--- config.mk ---
export PLATFORM = sky130hd
export DESIGN_NAME = uart_rx_flat
export DESIGN_NICKNAME = d
export VERILOG_FILES = /design/src/rtl/uart_pkg.sv /design/src/rtl/uart_rx_if.sv /design/src/rtl/uart_rx_sync_ff.sv /design/src/rtl/uart_rx.sv /design/src/flat_wrapper.sv
export SDC_FILE = /design/constraint.sdc
export NUM_CORES = 1
export LEC_CHECK = 0
export ABC_CLOCK_PERIOD_IN_PS = 2850
export CAP_MARGIN = 10
export CORE_UTILIZATION = 54
export CTS_BUF_LIST = sky130_fd_sc_hd__clkbuf_4
export DETAILED_ROUTE_END_ITERATION = 8
export GPL_TIMING_DRIVEN = 0
export PLACE_DENSITY = 0.75
export REMOVE_ABC_BUFFERS = 1
export SLEW_MARGIN = 20
export SYNTH_ARGS = -nofsm -noshare
export SYNTH_HDL_FRONTEND = slang
export SYNTH_SLANG_ARGS = --single-unit
--- constraint.sdc ---
create_clock -name clk -period 2.85 [get_ports clk]
set_clock_uncertainty 0.1 [all_clocks]
set_input_delay 0.4275 -clock clk [delete_from_list [all_inputs] [get_ports clk]]
set_output_delay 0.4275 -clock clk [all_outputs]
set_load 0.05 [all_outputs]
--- src/rtl/uart_pkg.sv ---
// Shared UART definitions: receiver state encoding and the common baud divisor.
package uart_pkg;

  // 12 MHz PLL clock / 115200 baud; the transmitter uses the same value.
  localparam int DEFAULT_CLKS_PER_BIT = 104;

  typedef enum logic [2:0] {
    IDLE,
    START,
    DATA,
    STOP,
    WAIT_HIGH
  } uart_rx_state_t;

endpackage

--- src/rtl/uart_rx_if.sv ---
// Single-entry valid/ready byte channel from the UART receiver to the MMIO bus.
interface uart_rx_if;
  logic [7:0] rx_data;
  logic       rx_valid;
  logic       rx_ready;

  modport master (
    output rx_data,
    output rx_valid,
    input  rx_ready
  );

  modport slave (
    input  rx_data,
    input  rx_valid,
    output rx_ready
  );
endinterface

--- src/rtl/uart_rx_sync_ff.sv ---
// N-stage synchroniser for asynchronous inputs; every stage resets to 1.
module sync_ff #(
  parameter int STAGES = 2
) (
  input  logic clk,
  input  logic resetn,
  input  logic d,
  output logic q
);

  logic [STAGES-1:0] ff;

  // Shift the asynchronous input through the flop chain.
  always_ff @(posedge clk) begin
    if (!resetn) begin
      ff <= '1;
    end else begin
      ff <= {ff[STAGES-2:0], d};
    end
  end

  assign q = ff[STAGES-1];

endmodule

--- src/rtl/uart_rx.sv ---
// 8N1 UART receiver: synchronises rxd, samples mid-bit, delivers bytes on a
// single-entry valid/ready buffer and pulses frame_err / overrun.
module uart_rx
  import uart_pkg::*;
#(
  parameter int CLKS_PER_BIT = DEFAULT_CLKS_PER_BIT,
  parameter int SYNC_STAGES  = 2
) (
  input  logic        clk,
  input  logic        resetn,
  input  logic        rxd,
  uart_rx_if.master   rx,
  output logic        frame_err,
  output logic        overrun,
  output logic        busy
);

  localparam int CW = $clog2(CLKS_PER_BIT);
  localparam logic [CW-1:0] CNT_FULL = CW'(CLKS_PER_BIT - 1);
  localparam logic [CW-1:0] CNT_HALF = CW'(CLKS_PER_BIT / 2 - 1);

  logic           rxd_s;
  uart_rx_state_t state, state_n;
  logic [CW-1:0]  cnt, cnt_n;
  logic [2:0]     bit_idx, bit_idx_n;
  logic [7:0]     shreg, shreg_n;
  logic           stop_ok, stop_bad;
  logic           deliver_q;
  logic [7:0]     rx_data_q;
  logic           rx_valid_q;

  sync_ff #(.STAGES(SYNC_STAGES)) u_sync (
    .clk    (clk),
    .resetn (resetn),
    .d      (rxd),
    .q      (rxd_s)
  );

  // Frame state, bit timing counter, bit index and shift register.
  always_ff @(posedge clk) begin
    if (!resetn) begin
      state   <= IDLE;
      cnt     <= '0;
      bit_idx <= '0;
      shreg   <= '0;
    end else begin
      state   <= state_n;
      cnt     <= cnt_n;
      bit_idx <= bit_idx_n;
      shreg   <= shreg_n;
    end
  end

  // Next-state logic: start validation, mid-bit data sampling, stop check.
  always_comb begin
    state_n   = state;
    cnt_n     = cnt + 1'b1;
    bit_idx_n = bit_idx;
    shreg_n   = shreg;
    stop_ok   = 1'b0;
    stop_bad  = 1'b0;
    unique case (state)
      IDLE: begin
        cnt_n = '0;
        if (!rxd_s) state_n = START;
      end
      START: begin
        if (cnt == CNT_HALF) begin
          cnt_n     = '0;
          bit_idx_n = '0;
          state_n   = rxd_s ? IDLE : DATA;
        end
      end
      DATA: begin
        if (cnt == CNT_FULL) begin
          cnt_n     = '0;
          shreg_n   = {rxd_s, shreg[7:1]};
          bit_idx_n = bit_idx + 3'd1;
          if (bit_idx == 3'd7) state_n = STOP;
        end
      end
      STOP: begin
        if (cnt == CNT_FULL) begin
          cnt_n = '0;
          if (rxd_s) begin
            stop_ok = 1'b1;
            state_n = IDLE;
          end else begin
            stop_bad = 1'b1;
            state_n  = WAIT_HIGH;
          end
        end
      end
      WAIT_HIGH: begin
        cnt_n = '0;
        if (rxd_s) state_n = IDLE;
      end
      default: state_n = IDLE;
    endcase
  end

  // Output buffer: delivery one cycle after a good stop bit; a same-cycle
  // drain lets the new byte replace the pending one instead of overrunning.
  always_ff @(posedge clk) begin
    if (!resetn) begin
      deliver_q  <= 1'b0;
      rx_data_q  <= '0;
      rx_valid_q <= 1'b0;
      frame_err  <= 1'b0;
      overrun    <= 1'b0;
    end else begin
      deliver_q <= stop_ok;
      frame_err <= stop_bad;
      overrun   <= 1'b0;
      if (deliver_q) begin
        if (!rx_valid_q || rx.rx_ready) begin
          rx_data_q  <= shreg;
          rx_valid_q <= 1'b1;
        end else begin
          overrun <= 1'b1;
        end
      end else if (rx_valid_q && rx.rx_ready) begin
        rx_valid_q <= 1'b0;
      end
    end
  end

  assign rx.rx_data  = rx_data_q;
  assign rx.rx_valid = rx_valid_q;
  assign busy        = (state != IDLE);

endmodule

--- src/flat_wrapper.sv ---
// flat-port wrapper written by rule: the top's interface ports become plain ports
module uart_rx_flat import uart_pkg::*;
#(
  parameter int CLKS_PER_BIT = DEFAULT_CLKS_PER_BIT,
  parameter int SYNC_STAGES  = 2
)
  (clk, resetn, rxd, frame_err, overrun, busy, rx_rx_data, rx_rx_valid, rx_rx_ready);
  uart_rx_if rx_i ();
  input  logic clk;
  input  logic resetn;
  input  logic rxd;
  output logic frame_err;
  output logic overrun;
  output logic busy;
  output wire logic [$bits(rx_i.rx_data)-1:0] rx_rx_data;
  output wire logic [$bits(rx_i.rx_valid)-1:0] rx_rx_valid;
  input wire logic [$bits(rx_i.rx_ready)-1:0] rx_rx_ready;
  assign rx_rx_data = rx_i.rx_data;
  assign rx_rx_valid = rx_i.rx_valid;
  assign rx_i.rx_ready = rx_rx_ready;
  uart_rx #(.CLKS_PER_BIT(CLKS_PER_BIT), .SYNC_STAGES(SYNC_STAGES)) u_core (.clk(clk), .resetn(resetn), .rxd(rxd), .rx(rx_i), .frame_err(frame_err), .overrun(overrun), .busy(busy));
endmodule
# Word-level counts from Yosys, hierarchy flattened
# Index checks and enable logic that the tools add are counted.
word_totals:
  regBits: 35
  latchBits: 0
  ram_bits: 0
  mem_bits_ro: 0
  in_bits: 4
  out_inout_bits: 12
  wordCells: 63
  memories: 0
classes:
  n_addsub: 2
  mul: 0
  div: 0
  n_lt_le_gt_ge: 0
  eq_ne: 14
  shifts: 0
  mux: 21
  bitwise: 0
  reduce_logical: 16
ops:
  columns: ["operator", "n"]
  rows:
  - ["two-way mux 3 bit", 9]
  - ["one-hot mux 7 bit (3 select lines)", 1]
  - ["one-hot mux 3 bit (5 select lines)", 1]
  - ["two-way mux 7 bit", 2]
  - ["!= test 2 x 1 -> 1 bit, second input constant", 4]
  - ["AND reduction 2 bit", 4]
  - ["adder 7 x 1 -> 7 bit, second input constant", 1]
  - ["== test 7 x 6 -> 1 bit, second input constant", 1]
  - ["== test 7 bit, second input constant", 1]
  - ["== test 3 x 2 -> 1 bit, second input constant", 2]
  - ["== test 3 bit, second input constant", 2]
  - ["two-way mux 1 bit", 6]
  - ["!= test 2 bit, second input constant", 3]
  - ["one-hot mux 3 bit (2 select lines)", 1]
  - ["AND reduction 3 bit", 2]
  - ["AND reduction 6 bit", 1]
  - ["nonzero test 2 bit", 2]
  - ["OR reduction 2 bit", 2]
  - ["adder 3 x 1 -> 3 bit, second input constant", 1]
  - ["== test 3 x 1 -> 1 bit, second input constant", 1]
  - ["logical NOT 3 bit", 1]
  - ["nonzero test 3 bit", 1]
  - ["two-way mux 2 bit", 1]
  - ["logical AND 1 bit", 1]
  - ["2 further kinds", 2]

# Longest topological paths before layout
depth:
  ltp_word: 4
  depth_mapped: 5
  depth_no_buf: 5

# Modules after synthesis
# Synthesis repeated with hierarchy kept, for this count alone.
hier_totals:
  cells_unflattened: 138
  area_unflattened_um2: 1445.1
by_module_without_submodules:
  columns: ["module", "instances", "cells_per_inst", "area_each_um2", "seq_area_each_um2"]
  rows:
  - ["uart_rx", 1, 134, 1392.6, 660.6]
  - ["sync_ff", 1, 4, 52.6, 40.0]

# Least setup slack after synthesis
# No wires, ideal clock.
synth_path:
  path_type: "register to output"
  from: "register u_core.state[0]"
  to: "output port busy"
  t_arrival_ns: 1.134
  required_time_ns: 2.322
  slack_ns: 1.189
  stages_incl_launch_ff: 3
  n_path_buf: 1
  cell_sequence: "dfxtp_1 > clkbuf_1 > or3_1"
synth_between:
  elab_chain_cells: 1
synth_rtl:
  columns: ["item", "line_no", "source"]
  rows:
  - ["start, declared", "uart_rx.sv:23", "uart_rx_state_t state, state_n;"]
  - ["start signal, assigned", "uart_rx.sv:47", "state <= state_n;"]
  - ["nonzero test 3 bit", "uart_rx.sv:130", "assign busy = (state != IDLE);"]
  - ["end, declared", "flat_wrapper.sv:14", "output logic busy;"]
# No other way between the ends.

# Worst setup path after layout
# Ends and elaborated chain as after synthesis.

==> impl_metrics.ini <==
[status]
status = finished clean

[layout]
fill_cells = 208
drive_gt1_share_pct = 6.86
antenna_cells = 0
nNetsFinal = 182
area_growth_pct = 14.0
multi_input_area_um2 = 753
seq_area_um2 = 701

[sta]
drv_slew = 0
fmaxAchievable_mhz = 401
tightestPinTransition_ps = 768
rsz0062_at_grt = false
fin_setup_tns_ps = 0
max_slew_margin_pct = 48.7
fin_crit_ps = 2490
hold_violations = 0
hold-worst-slack_ps = 317
fin_crit_sh_pct = 87.5
setup_viol = 0

[drt]
via_count = 1176
drc = 0
wl_per_cell_um = 13.2
antenna_left = 0
finalWirelength_um = 2700
dr.pass1.iters = 4
vias_per_cell = 5.74
drtIter0Drc = 17

[die]
rows = 18
die_x_um = 54.7
top_level_ports = 16
dieArea_um2 = 2990
start_util_pct = 58.9
core_area_um2 = 2540
die_y_um = 54.7

[logic_synthesis]
ys_types = 39
synth-edff-count = 0
netlist_instances = 161
seq_area_frac_synth_pct = 46.7
ys.warnings.count = 0
synth_seq_cells = 35
syn_avg_cell_area_um2 = 9.32
async_flop_share_pct = 0
netlist_area_um2 = 1500
synth_flop_cell = dfxtp_1

[flow_run]
maxCapViolCount = 0

[power_and_ir_drop]
powerDensity_nw_per_um2 = 487
irDropWorstVdd_mv = 0.414
power.leakage_nw = 0.606

[global_route]
grt_pass1_vias = 1102
grt_pass1_wl_um = 4640
grt_max_degree = 25
overflow = 0
grt_usage_pct = 22.5
antenna_found_initial = 0

[setup_path]
path_class = reg2out
end_kind = output pin
cp_slowest_cell = clkdlybuf4s50_1
critPathMaxStageDelay_ps = 800
crit_path_start_kind = flop
cp.required_ps = 2320
path_max_fanout = 15
arrival_ps = 1970
worstPathCellList = or3_1 -> clkdlybuf4s50_1

[cts]
cts-root-buf = clkbuf_4
cts_hold_buffers = 0
numCtsBuffers = 5
cts_tree = built
cts_setup_buffers = 0
clkTransAtPathRegs_ps = 100
clockBufferDepth = 2
clk_latency_ps = 340
clock-sinks = 35
ctsResizeCount = 0
htree_levels = 2

[placement]
port_buffers = 15
dpl.hpwl_um = 1910
place.gp.congestion = 0.756

[hold_path]
min_path_type = reg2reg
[metrics by stage]
stage	area, um2	utilization [%]	setup WS [ps]	total power, W	std cells
after floorplan	1470	-	1250	0.000550	152
after global placement	1650	64.9	592	0.000569	197
after detailed placement	1650	64.9	506	0.000571	197
after CTS	1710	67.2	347	0.000845	205
after global routing	1710	67.2	262	0.000869	205
final	1710	67.2	356	0.000832	205
[cells in the mapped netlist (3+ instances only)]
library cell	number	area share, %
nand2b_1	4	1.7
nor3b_1	3	1.5
clkbuf_1	7	1.8
nor3_1	6	2.0
inv_1	3	0.75
o211ai_1	3	1.5
a21oi_1	9	3.0
nor2_1	3	0.75
o21ai_0	11	3.7
or3_1	3	1.3
nand2_1	18	4.5
ha_1	4	3.3
dfxtp_1	35	47
mux2i_1	9	6.0
nand3_1	13	4.3
[critical path: cells and delay by family (launching register included)]
kind | cells | cell delay [ps]
AND/OR/NAND/NOR | 1 | 190
buffers and inverters | 1 | 800
flip-flops | 1 | 640
[cell families (layout without fill, tap and decap cells)]
group,after synthesis,in the layout,share of synthesized area [%]
xor+xnor,3,3,1.75
buf+inv,12,26,3.09
flops,35,35,46.7
compound gates,33,33,13.2
mux,9,9,6.01
fa+ha+maj,4,4,3.34
simple gates,65,65,25.9
[power by group]
group,leakage [nW],internal (W),total [W],switching [W]
sequential,0.283,0.000495,0.000509,0.0000139
combinational,0.287,0.0000222,0.0000499,0.0000277
clock,0.0361,0.000115,0.000273,0.000158
total,0.606,0.000633,0.000832,0.000200
[worst paths after layout]
| kind | from | end | slack [ps] | cells past startpoint |
|---|---|---|---|---|
| max | u_core.state[0]$_SDFFE_PN0P_ | busy | 360 | 2 |
| min | u_core.u_sync.ff[0]$_SDFF_PN1_ | u_core.u_sync.ff[1]$_SDFF_PN1_ | 320 | 1 |
| min reg2reg | u_core.u_sync.ff[0]$_SDFF_PN1_ | u_core.u_sync.ff[1]$_SDFF_PN1_ | 320 | 1 |
| max reg2reg | u_core.cnt[0]$_SDFF_PN0_ | u_core.shreg[2]$_SDFFE_PN0P_ | 980 | 4 |
[flip-flops by register name, indices dropped and copies added (netlist names), 2 cells and up]
| signal | flops |
|---|---|
| u_core.bit_idx | 3 |
| u_core.u_sync.ff | 2 |
| u_core.shreg | 8 |
| u_core.state | 3 |
| u_core.cnt | 7 |
| u_core.rx.rx_data | 8 |
[area by class of cell]
class | instances | share of cell area, %
clock inverter | 1 | 0.293
sequential | 35 | 41.0
inverter | 3 | 0.658
clock buffer | 7 | 3.07
multi-input combinational | 114 | 44.0
timing repair buffer | 15 | 8.78
tap | 30 | 2.19
[cells in the final DEF, fill, tap and decap left out, drive strengths merged, types with 4 or more instances in the layout]
master,n
a21oi,10
clkbuf,7
clkdlybuf4s50,15
dfxtp,35
ha,4
mux2i,9
nand2,18
nand2b,4
nand3,13
nor3,7
o21ai,12
[routing by layer]
metal	vias to the layer above	global-route usage, %	wire (um)
met5	-	0	0
met4	0	8.97	56
met3	6	8.33	105
met2	19	39.8	1320
met1	538	23.7	1220
li1	613	-	-
Note: power is estimated with default switching activity, not from simulation.
